===== config.mk =====
export PLATFORM = sky130hd
export DESIGN_NAME = hazard_scheduler
export DESIGN_NICKNAME = d
export VERILOG_FILES = /design/src/rtl/hazard_scheduler.sv
export SDC_FILE = /design/constraint.sdc
export NUM_CORES = 1
export LEC_CHECK = 0
export ABC_AREA = 1
export BUFFER_PORTS_ARGS = -buffer_cell sky130_fd_sc_hd__clkbuf_2
export CAP_MARGIN = 15
export CORE_MARGIN = 1
export CORE_UTILIZATION = 30
export CTS_CLUSTER_SIZE = 30
export DETAILED_ROUTE_END_ITERATION = 10
export PLACE_DENSITY = 0.67
export SYNTH_ARGS = -nofsm -noshare
export SYNTH_HDL_FRONTEND = slang
export SYNTH_SLANG_ARGS = --single-unit
export TNS_END_PERCENT = 10

===== constraint.sdc =====
create_clock -name clk -period 2.8 [get_ports clk]
set_clock_uncertainty 0.05 [all_clocks]
set_input_delay 0.28 -clock clk [delete_from_list [all_inputs] [get_ports clk]]
set_output_delay 0.28 -clock clk [all_outputs]
set_load 0.005 [all_outputs]

===== src/rtl/hazard_scheduler.sv =====
// Hazard controller for the five-stage MIPS pipeline: forwarding selects,
// load-use/branch/MDU stalls and the multi-cycle multiply/divide scheduler.
module hazard_scheduler #(
    parameter int unsigned MUL_CYCLES = 4,
    parameter int unsigned DIV_CYCLES = 32
) (
    input  logic       clk,
    input  logic       rst,
    input  logic [4:0] rs_d,
    input  logic [4:0] rt_d,
    input  logic       branch_d,
    input  logic       mdu_op_d,
    input  logic       mfhilo_d,
    input  logic [4:0] rs_e,
    input  logic [4:0] rt_e,
    input  logic [4:0] wreg_e,
    input  logic [4:0] wreg_m,
    input  logic [4:0] wreg_w,
    input  logic       regwrite_e,
    input  logic       regwrite_m,
    input  logic       regwrite_w,
    input  logic       memtoreg_e,
    input  logic       memtoreg_m,
    input  logic       mdu_start_e,
    input  logic       mdu_div_e,
    output logic       stall_f,
    output logic       stall_d,
    output logic       flush_e,
    output logic [1:0] fwd_a_e,
    output logic [1:0] fwd_b_e,
    output logic       fwd_a_d,
    output logic       fwd_b_d,
    output logic       mdu_busy,
    output logic       mdu_done
);

    localparam int unsigned RegW = 5;
    localparam int unsigned CntW = 6;
    localparam logic [CntW-1:0] MulLoad = CntW'(MUL_CYCLES - 1);
    localparam logic [CntW-1:0] DivLoad = CntW'(DIV_CYCLES - 1);

    typedef enum logic [1:0] {
        IDLE = 2'd0,
        BUSY = 2'd1,
        DONE = 2'd2
    } state_e;

    state_e            state_q, state_d;
    logic [CntW-1:0]   cnt_q, cnt_d;
    logic              busy_q, done_q;

    // A stage supplies source s when it writes a nonzero register equal to s.
    function automatic logic stage_match(input logic rw, input logic [RegW-1:0] wr,
                                         input logic [RegW-1:0] s);
        return rw && (wr != '0) && (wr == s);
    endfunction

    // Forwarding selects and combined stall; all held low during reset.
    always_comb begin
        logic lwstall, brstall, mdustall, stall;
        fwd_a_e  = 2'b00;
        fwd_b_e  = 2'b00;
        fwd_a_d  = 1'b0;
        fwd_b_d  = 1'b0;
        stall_f  = 1'b0;
        stall_d  = 1'b0;
        flush_e  = 1'b0;
        lwstall  = memtoreg_e && (stage_match(regwrite_e, wreg_e, rs_d) ||
                                  stage_match(regwrite_e, wreg_e, rt_d));
        brstall  = branch_d && (stage_match(regwrite_e, wreg_e, rs_d) ||
                                stage_match(regwrite_e, wreg_e, rt_d) ||
                                (memtoreg_m && (stage_match(regwrite_m, wreg_m, rs_d) ||
                                                stage_match(regwrite_m, wreg_m, rt_d))));
        mdustall = (mdu_op_d || mfhilo_d) && (busy_q || mdu_start_e);
        stall    = lwstall || brstall || mdustall;
        if (!rst) begin
            if (stage_match(regwrite_m, wreg_m, rs_e))      fwd_a_e = 2'b10;
            else if (stage_match(regwrite_w, wreg_w, rs_e)) fwd_a_e = 2'b01;
            if (stage_match(regwrite_m, wreg_m, rt_e))      fwd_b_e = 2'b10;
            else if (stage_match(regwrite_w, wreg_w, rt_e)) fwd_b_e = 2'b01;
            fwd_a_d = stage_match(regwrite_m, wreg_m, rs_d);
            fwd_b_d = stage_match(regwrite_m, wreg_m, rt_d);
            stall_f = stall;
            stall_d = stall;
            flush_e = stall;
        end
    end

    // MDU scheduler next-state; start during BUSY is architecturally impossible.
    always_comb begin
        state_d = state_q;
        cnt_d   = cnt_q;
        unique case (state_q)
            IDLE: begin
                if (mdu_start_e) begin
                    state_d = BUSY;
                    cnt_d   = mdu_div_e ? DivLoad : MulLoad;
                end
            end
            BUSY: begin
                if (cnt_q == '0) state_d = DONE;
                else             cnt_d   = cnt_q - CntW'(1);
            end
            DONE: begin
                if (mdu_start_e) begin
                    state_d = BUSY;
                    cnt_d   = mdu_div_e ? DivLoad : MulLoad;
                end else begin
                    state_d = IDLE;
                end
            end
            default: state_d = IDLE;
        endcase
    end

    always_ff @(posedge clk or posedge rst) begin
        if (rst) begin
            state_q <= IDLE;
            cnt_q   <= '0;
            busy_q  <= 1'b0;
            done_q  <= 1'b0;
        end else begin
            state_q <= state_d;
            cnt_q   <= cnt_d;
            busy_q  <= (state_d == BUSY);
            done_q  <= (state_d == DONE);
        end
    end

    assign mdu_busy = busy_q;
    assign mdu_done = done_q;

endmodule


# Word-level counts from Yosys, hierarchy flattened
# Cells that the tools add are included.
[op_classes]
n_eq_ne = 14
n_reduce_logical = 30
addsub = 1
muxes = 17
[op_table]
columns = ["op", "count"]
rows = [
  ["$eq A5 B5 Y1", 8],
  ["$logic_and A1 B1 Y1", 15],
  ["$reduce_bool A5 Y1", 3],
  ["$mux W2", 6],
  ["$mux W6", 2],
  ["$pmux W6 S2", 1],
  ["$logic_or A1 B1 Y1", 7],
  ["$logic_not A6 Y1", 1],
  ["$mux W1", 6],
  ["$pmux W2 S3", 1],
  ["$sub A6 B1 Y6 const B", 1],
  ["$mux W5", 1],
  ["$eq A2 B1 Y1 const B", 2],
  ["$eq A2 B2 Y1 const B", 2],
  ["$reduce_and A3 Y1", 1],
  ["$logic_not A2 Y1", 1],
  ["$ne A2 B1 Y1 const B", 1],
  ["$ne A2 B2 Y1 const B", 1],
  ["$reduce_bool A2 Y1", 1],
  ["$reduce_or A2 Y1", 1],
]
[word_totals]
register_bits = 10
input_bits = 47

# Depth between registers and ports, before layout
# Gate-level depths: netlist (run 1).
[logic_depth]
depth_word = 10
depth_mapped = 12

# Least setup slack after synthesis (run 1)
# Ideal clock, no wire load.
[synth_path]
path_type = "input to output"
start = "input wreg_m[4]"
end = "output stall_d"
cell_stages = 10
required_ns = 2.470
setup_slack_ns = 1.220
arrival_ns = 1.250
path_cell_list = "buf_2 -> xor2_1 -> nor2_1 -> nand3_1 -> nand2_1 -> nand2_1 -> nand2_1 -> nand2_1 -> a21oi_2 -> buf_4"
[synth_between]
elab_chain_len = 10
word_cells_on_any_way = 13
[synth_lines]
columns = ["element", "line_no", "rtl"]
rows = [
  ["start, declared", "17", "input logic [4:0] wreg_m,"],
  ["$reduce_bool A5 Y1", "55", "return rw && (wr != '0) && (wr == s);"],
  ["$logic_and A1 B1 Y1 (2 in a row)", "55", ""],
  ["$logic_or A1 B1 Y1 *", "72", "(memtoreg_m && (stage_match(regwrite_m, wreg_m, rs_d) ||"],
  ["$logic_and A1 B1 Y1 *", "72", ""],
  ["$logic_or A1 B1 Y1 *", "71", "stage_match(regwrite_e, wreg_e, rt_d) ||"],
  ["$logic_and A1 B1 Y1 *", "70", "brstall = branch_d && (stage_match(regwrite_e, wreg_e, rs_d) ||"],
  ["$logic_or A1 B1 Y1 * (2 in a row)", "75", "stall = lwstall || brstall || mdustall;"],
  ["$mux W1 *", "--", ""],
  ["end, declared", "27", "output logic stall_d,"],
]
# Every way passes the cells marked *; elsewhere a longest branch is shown, timed or not.

# Final worst setup path (run 1)
[layout_path]
start = "input wreg_m[2]"
end = "output stall_f"
[layout_between]
elab_chain_len = 10
word_cells_on_any_way = 13
[layout_lines]
columns = ["element", "line_no", "rtl"]
rows = [
  ["$reduce_bool A5 Y1", "55", ""],
  ["$logic_and A1 B1 Y1 (2 in a row)", "55", ""],
  ["$logic_or A1 B1 Y1 *", "72", ""],
  ["$logic_and A1 B1 Y1 *", "72", ""],
  ["$logic_or A1 B1 Y1 *", "71", ""],
  ["$logic_and A1 B1 Y1 *", "70", ""],
  ["$logic_or A1 B1 Y1 * (2 in a row)", "75", ""],
  ["$mux W1 *", "76", "if (!rst) begin"],
  ["end, declared", "26", "output logic stall_f,"],
]
# Marks and branches as above.

==> results of run 1 <==
-- flip-flops by register name, indices dropped and copies added (netlist names) --
signal	flops
cnt_q	6
state_q	2
mdu_busy	1
mdu_done	1
-- cell usage in the layout, fill, tap and decap left out --
cell type,n
o41ai_1,1
nand3_1,7
ha_1,2
or2_0,1
inv_2,1
or2_2,1
nand2_1,33
o221ai_1,1
clkbuf_8,4
a21oi_2,1
o22ai_1,4
nand2_2,2
nand4_1,4
xor2_1,19
inv_1,24
o21ai_0,7
clkbuf_2,57
or2_1,1
a31oi_1,2
nand3b_1,1
a21oi_1,7
nor4_2,2
nor2_1,25
nor3_1,5
dfrtp_1,10
xnor2_1,10
-- critical path, cell delays in order --
cell	delay, ps
clkbuf_2	170
nor2_1	70
nand3b_1	100
nand2_2	80
inv_2	60
nand3_1	80
nand2_1	80
nand2_1	40
nand2_1	50
nand2_1	50
a21oi_2	150
clkbuf_2	130
-- area by class of cell --
cell class                 instances  share of cell area (%)
inverter                          25                    6.16
multi-input combinational        136                    51.1
clock buffer                       4                    3.61
timing repair buffer              57                    18.7
tap                               48                    3.94
sequential                        10                    16.4
-- power by group through the flow --
stage / logic [mW] / registers, mW / clock network (mW)
after CTS: 0.383 / 0.240 / 0.189
after global routing: 0.436 / 0.245 / 0.196
after floorplan: 0.276 / 0.235 / 0
after detailed placement: 0.381 / 0.241 / 0
after global placement: 0.373 / 0.240 / 0
final: 0.377 / 0.240 / 0.184
-- cells by family after synthesis --
logic type | count (synthesis) | share of synthesized area [%]
buf+inv | 31 | 11.7
fa+ha+maj | 2 | 2.15
flops | 10 | 21.5
xor+xnor | 29 | 21.8
compound gates | 23 | 11.5
simple gates | 82 | 31.4
-- metal layers --
metal	part of all wire, %	vias to the layer above
met4	1.5	0
li1	-	673
met3	4.4	5
met5	0	-
met1	43	556
met2	51	27
-- how the worst min path moves through the flow --
stage | from | to | slack, ps
finish | rst | cnt_q[1] | 60
global route | rst | mdu_busy | 120
CTS | rst | cnt_q[5] | 80
detailed placement | rst | mdu_busy | 340
global placement | rst | mdu_busy | 340
floorplan | rst | cnt_q[0] | 260
-- per-stage QoR --
step	power (mW)	std cells	cell area [µm²]
floorplan	0.511	177	1170
global placement	0.613	276	1470
detailed placement	0.623	276	1470
CTS	0.812	280	1520
global route	0.877	280	1520
finish	0.802	280	1520
==> run metrics, run 1 <==
status finished, final reports clean; combinational share of power 47.1%; Crit Reg-Reg Endpoint cnt_q[0]; Die ar. 4140 µm²; drt via density 4.50; H-tree depth 1; routed via count 1261; DRT iter0 DRCs 21; share of power burned in registers 29.9%; P_int 485 µW; dpl hpwl 2460 µm; area of the multi-input gates 779 µm²; Top FF cell, synth dfrtp_1; Critical Path End stall_f; Arrival @ worst endpoint 1360 ps; worst-skew pair later-pin latency 240 ps; Tcrit/Tclk final 60.2%; crit path time final 1690 ps; crit path from wreg_m[2]; worst r2r src cnt_q[0]; Clock Power Share 23.0%; # Max-Cap Violations 0; DRT Pass-1 Iters 4; CP Max Fanout 5; worst slack at placement 1090 ps; RSZ-0062 raised after global routing false; Critical Path RT 2470 ps; layout cells sized above 1 29.3%; row count 22; slew margin rel. 75.1%; met3 Track Usage GR 1.61%; I/O pin cnt 58; Post-synth EDFFs 0; Clock Tree Root clkbuf_8; Post-Synthesis Cells 177; setup bufs post-CTS 0; Critical Path Source Type input port; wire per inst 10.2 µm; Ys Warns 0; Num Clock Sinks 10; Final #Nets 282; I/O Buffers 57; Slew Viols, Final 0; Util after Layout 41.3%; M2 GR Usage 27.9%; switch share 39.5%; first-pass GRT wire length 4740 µm; final WL 2850 µm; final hold vios 0; CTS tree done; Antenna Nets Post-Route 0; Syn Nets 226; syn_area_per_cell 6.59 µm²; Worst setup EP type primary output; register area share after synthesis 21.5%; largest net degree at the start of global routing 11; Yosys reg bits 10; R2R cell count 7; layer with the highest usage met2; top cells by area, synth dfrtp_1 21%, xor2_1 14%, nand2_1 11%; Post-synth ARST share 100%; most area-hungry cell type in the Yosys netlist dfrtp_1; Sequential Area 250 µm²; post-CTS sizing 0; Total GRT Usage 14.4%; Yosys top cell area share 21.5%; CTS max path bufs 2; core footprint 3690 µm²; die height 64.3 µm; total congestion overflow 0; clk slew on worst S/H paths 50 ps; GRT met1 Usage 15.7%; CTS Hold Buffers Added 0; Worst-Margin Slew 368 ps; GPL Wtd Cong 0.851; vias in the first global route 1199; Die Wd 64.3 µm; Hold Path Class in -> async; Initial Utilization 31.6%; setup violators final 0; antenna violations before repair 0; Crit Path Category in -> out; Worst Setup Slack, final 1110 ps; DRC viols 0; top post-synthesis cells by count 33 x nand2_1, 25 x nor2_1, 24 x inv_1; Netlist cell types 28; Layout area overhead 30.7%; Fmax 0.593 GHz; Leak 0.829 nW; Max rail drop VDD 0.425 mV; setup TNS 0 ps; Sw Pwr 317 µW; r2r setup slk 1380 ps; power per cell area 526 nW/µm²; total CTS buffers 3; worst hold margin 58.9 ps; most frequent cell after synthesis nand2_1; fill count 404; Antenna diodes 0; Cell Area, Synth 1170 µm²
No activity file was read; power rests on OpenSTA's default activity.
==> run 2: changes to the inputs <==
- PLACE_DENSITY: 0.67 -> 0.69
- clock period: 2.8 -> 1.4 ns (I/O delays scaled with it)
==> run metrics, run 2 (synthesis results as in run 1) <==
Initial Utilization 31.6% (unchanged); H-tree depth 1 (unchanged); vias in the first global route 1193 (-0.50%); Util after Layout 44.6% (+3.3 points); Max rail drop VDD 0.856 mV (+100%); Total GRT Usage 14.7% (+0.35 points); drt via density 4.42 (-1.9%); Fmax 0.734 GHz; CP delay by family, top simple AND/OR/NAND/NOR gates; GPL Wtd Cong 0.823 (-3.3%); Leak 0.889 nW (+7.3%); final WL 2980 µm (+4.4%); Tcrit/Tclk final 97.3%; highest-count cells in the layout ignoring fill and taps 48 x clkbuf_2, 32 x nand2_1, 24 x nor2_1; Num Clock Sinks 10 (unchanged); crit path time final 1360 ps; total congestion overflow 0 (unchanged); Antenna diodes 0 (unchanged); Crit Path Category in -> out; Worst-Margin Slew 397 ps (+29.1 ps); final hold vios 0 (unchanged); first-pass GRT wire length 4790 µm (+1.0%); Die Wd 64.3 µm (unchanged); CP bufs+invs 2 (-1); CTS tree done; DRT iter0 DRCs 52 (+150%); status finished, final reports clean; DRT Pass-1 Iters 4 (unchanged); commonest non-fill, non-tap cell in the layout clkbuf_2; Biggest register cnt_q; clk slew on worst S/H paths 50 ps (about the same); antenna violations before repair 0 (unchanged); worst slack at placement -24.0 ps (-1110 ps); row count 22 (unchanged); Slew Viols, Final 0 (unchanged); Layout area overhead 41.2%; Slowest-stage cell, CP xnor2_2; die height 64.3 µm (unchanged); worst-skew pair later-pin latency 240 ps (about the same); Critical Path RT 1210 ps (-1260 ps); CP most frequent cell nand2_1; routed via count 1268 (+0.56%); critical path cell sequence clkbuf_8 -> xnor2_2 -> nand2_1 -> nor2_1 -> nand3_1 -> nand2_1 -> nand2_1 -> nand2_1 -> nand2_1 -> a21oi_2 -> buf_2; CTS max path bufs 2 (unchanged); CP peak stage delay 150 ps (-20 ps); Die ar. 4140 µm² (unchanged); I/O pin cnt 58 (unchanged); DRC viols 0 (unchanged); dpl hpwl 2500 µm (+1.9%); Worst Setup Slack, final 37.5 ps (-1080 ps); registers with the most flip-flops cnt_q x6, state_q x2; I/O Buffers 57 (unchanged); layout cells sized above 1 33.5% (+4.2 points); CP Max Fanout 3 (-2); Worst setup EP type primary output; Final #Nets 289 (+2.5%); total CTS buffers 3 (unchanged); Arrival @ worst endpoint 1170 ps (-190 ps); Clock Tree Root clkbuf_8; Antenna Nets Post-Route 0 (unchanged); wire per inst 10.4 µm (+1.9%); power per cell area 1020 nW/µm² (+93%); Hold Path Class in -> reg; setup violators final 0 (unchanged); core footprint 3690 µm² (unchanged); max reg flops 6 (unchanged); # Max-Cap Violations 0 (unchanged); slew margin rel. 73.2% (-2.0 points); Critical Path Source Type input port; RSZ-0062 raised after global routing true; largest net degree at the start of global routing 11 (unchanged)
## run 2: timing repair
action	CTS	global route
resized for setup	10	7
gates cloned	0	0
pin swaps	8	1
hold buffers	1	0
hold endpoints to repair	10	0
setup endpoints to repair	3	6
setup buffers	2	0
## run 2: final cells by class
cell class | instances | area (µm²)
sequential | 10 | 250
multi-input combinational | 136 | 807
inverter | 25 | 93.8
tap | 48 | 60.1
timing repair buffer | 64 | 380
fill | 403 | 2040
clock buffer | 4 | 55.1
## run 2: routing by layer
metal	wire, µm	track usage, %	vias up
met2	1510	28.3	42
met5	0	0	-
met4	36	5.83	0
met3	189	1.43	3
met1	1240	16.2	538
li1	-	-	685
## run 2: worst paths after layout
check,start,to,slack (ps),depth (start not counted)
setup reg to reg,cnt_q[1],cnt_q[0],60,7
hold reg to reg,state_q[1],state_q[1],410,1
hold / removal,mdu_start_e,mdu_busy,130,3
min in group asynchronous,rst,cnt_q[4],490,3
max in group asynchronous,rst,mdu_busy,540,3
setup / recovery,rs_d[0],stall_d,40,11
## run 2: tightest hold or removal path, delay by kind of cell
family	cells	cell delay, ps
buffers and inverters	1	90
and+or+nand+nor	2	150
## run 2: where the power goes
group          total (mW)  switching, mW  leakage (nW)  internal (mW)
Sequential          0.471         0.0621         0.120          0.409
Combinational       0.842          0.466         0.741          0.376
Clock               0.359          0.112        0.0288          0.247
Total                1.67          0.640         0.889           1.03
## run 2: stage by stage
| step | hold slack [ps] | instance area (µm²) | power (mW) | TNS [ps] | cells |
|---|---|---|---|---|---|
| 3_5_place_dp | 211 | 1500 | 1.30 | -66.7 | 280 |
| 5_1_grt | 159 | 1650 | 1.83 | -406 | 287 |
| 3_3_place_gp | 211 | 1500 | 1.28 | 0 | 280 |
| 2_1_floorplan | 125 | 1170 | 1.02 | 0 | 177 |
| 4_1_cts | 131 | 1630 | 1.69 | 0 | 287 |
| 6_report | 128 | 1650 | 1.67 | 0 | 287 |
==> run 3: changes to the inputs <==
- CELL_PAD_IN_SITES_DETAIL_PLACEMENT: default -> 1
- CELL_PAD_IN_SITES_GLOBAL_PLACEMENT: default -> 1
- CORE_UTILIZATION: 30 -> 27
- PLACE_DENSITY: 0.69 -> 0.86
==> run metrics, run 3 (synthesis results as in run 1) <==
clk slew on worst S/H paths 50 ps (about the same); DRC viols 0 (unchanged); GRT met1 Usage 19.7% (+3.5 points); Max rail drop VDD 0.900 mV (+5.2%); setup TNS -347 ps (-347 ps); CTS tree done; total CTS buffers 3 (unchanged); Slowest-stage cell, CP buf_4; Hold Path Class in -> reg; largest net degree at the start of global routing 11 (unchanged); power per cell area 1050 nW/µm² (+3.1%); Fmax 0.676 GHz (-7.8%); H-tree depth 1 (unchanged); worst-skew pair later-pin latency 240 ps (about the same); RSZ-0062 raised after global routing true; layer with the highest usage met2; DRT iter0 DRCs 37 (-29%); failing checks setup timing; Worst Setup Slack, final -78.3 ps (-116 ps); highest-count cells in the layout ignoring fill and taps 43 x clkbuf_2, 27 x nand2_1, 25 x nor2_1; Clock Tree Root clkbuf_8; crit path time final 1480 ps (+116 ps); Crit Path Category in -> out; wire per inst 14.1 µm (+36%); Leak 0.952 nW (+7.1%); Antenna Nets Post-Route 0 (unchanged); Tcrit/Tclk final 106% (+8.3 points); CP Max Fanout 2 (-1); Hold Startpoint mdu_div_e; drt via density 4.79 (+8.5%); Die ar. 4590 µm² (+11%); # Max-Cap Violations 0 (unchanged); total congestion overflow 0 (unchanged); worst slack at placement -69.0 ps (-45.0 ps); Biggest register cnt_q; crit path from rs_d[0]; Die Wd 67.7 µm (+5.2%); row count 23 (+4.5%); met3 Track Usage GR 2.53% (+1.1 points); DRT Pass-1 Iters 4 (unchanged); Layout area overhead 54.5%; Worst Hold Depth 3 (unchanged); die height 67.7 µm (+5.2%); status complete, but fails checks; I/O Buffers 57 (unchanged); Critical Path Source Type input port; M2 GR Usage 35.9% (+7.6 points); Final #Nets 298 (+3.1%); slew margin rel. 74.2% (+1.1 points); CP peak stage delay 160 ps (about the same); Worst-Margin Slew 381 ps (-15.9 ps); registers with the most flip-flops cnt_q x6, state_q x2; vias in the first global route 1499 (+26%); first-pass GRT wire length 6380 µm (+33%); fill count 554 (+37%); area of the multi-input gates 856 µm² (+6.0%); routed via count 1428 (+13%); Num Clock Sinks 10 (unchanged); Slew Viols, Final 0 (unchanged); Worst setup EP type primary output; final hold vios 0 (unchanged); R2R cell count 7 (unchanged); core footprint 4090 µm² (+11%); Initial Utilization 28.5% (-3.1 points); dpl hpwl 3270 µm (+31%); Antenna diodes 0 (unchanged); worst r2r src cnt_q[0]; max reg flops 6 (unchanged); Sequential Area 250 µm² (unchanged); I/O pin cnt 58 (unchanged); final WL 4200 µm (+41%); antenna violations before repair 0 (unchanged); Total GRT Usage 18.8% (+4.0 points); setup violators final 6 (+6); Arrival @ worst endpoint 1290 ps (+120 ps); GPL Wtd Cong 0.886 (+7.6%); CTS max path bufs 2 (unchanged); commonest non-fill, non-tap cell in the layout clkbuf_2; Critical Path RT 1210 ps (about the same); layout cells sized above 1 38.7% (+5.2 points); critical path cell sequence buf_8 -> xnor2_4 -> nand2_2 -> nor2_1 -> nand3_1 -> buf_4 -> buf_6 -> buf_6 -> nor2_1 -> buf_2
==> run 3: changes by cell type in the layout (fill, tap and decap cells not counted), sizes merged <==
| cell | previous run | this run |
|---|---|---|
| buf | 9 | 28 |
| clkbuf | 58 | 48 |
==> run 3: layout make-up <==
| class | instances | share of cell area (%) |
|---|---|---|
| multi-input cells | 136 | 47.5 |
| repair buffers | 73 | 26.7 |
| flip-flops and latches | 10 | 13.9 |
| inverters | 25 | 5.35 |
| well taps | 50 | 3.47 |
| clock buffers | 4 | 3.06 |
==> run 3: power breakdown <==
group | total (mW) | internal [mW] | leakage [nW] | switching, mW
logic | 1.03 | 0.460 | 0.804 | 0.569
clock network | 0.372 | 0.248 | 0.0288 | 0.124
registers | 0.485 | 0.409 | 0.120 | 0.0763
==> run 3: final timing paths <==
| check | endpoint | slack, ps |
|---|---|---|
| max | fwd_a_d | -80 |
| min | cnt_q[3] | 160 |
| max reg2reg | cnt_q[4] | -50 |
| min reg2reg | state_q[1] | 420 |
| max in group asynchronous | mdu_busy | 520 |
| min in group asynchronous | cnt_q[5] | 500 |
==> run 3: repair_timing <==
action                     4_1_cts  5_1_grt
hold endpoints to repair        10        0
setup buffers                    3        2
pin swaps                       13       23
hold buffers                     1        0
setup endpoints to repair        5       14
gates resized for setup         13       39
==> run 3: critical path: cells and delay by family <==
kind | cells | cell delay (ps)
buffers and inverters | 5 | 600
AND/OR/NAND/NOR | 4 | 410
XOR/XNOR | 1 | 150
==> run 3: layer usage <==
| layer | part of all wire (%) | vias up |
|---|---|---|
| met2 | 53 | 36 |
| met4 | 3.2 | 0 |
| li1 | - | 702 |
| met5 | 0 | - |
| met3 | 3.5 | 13 |
| met1 | 41 | 677 |
==> run 3: stage by stage <==
stage          area, µm²  util, %  total power [mW]  cells  hold slack (ps)
2_1_floorplan       1170        -              1.02    177              125
3_3_place_gp        1550     37.8              1.35    288              210
3_5_place_dp        1550     37.8              1.40    288              222
4_1_cts             1700     41.5              1.82    296              149
5_1_grt             1800     44.1              2.05    298              188
6_report            1800     44.1              1.89    298              161
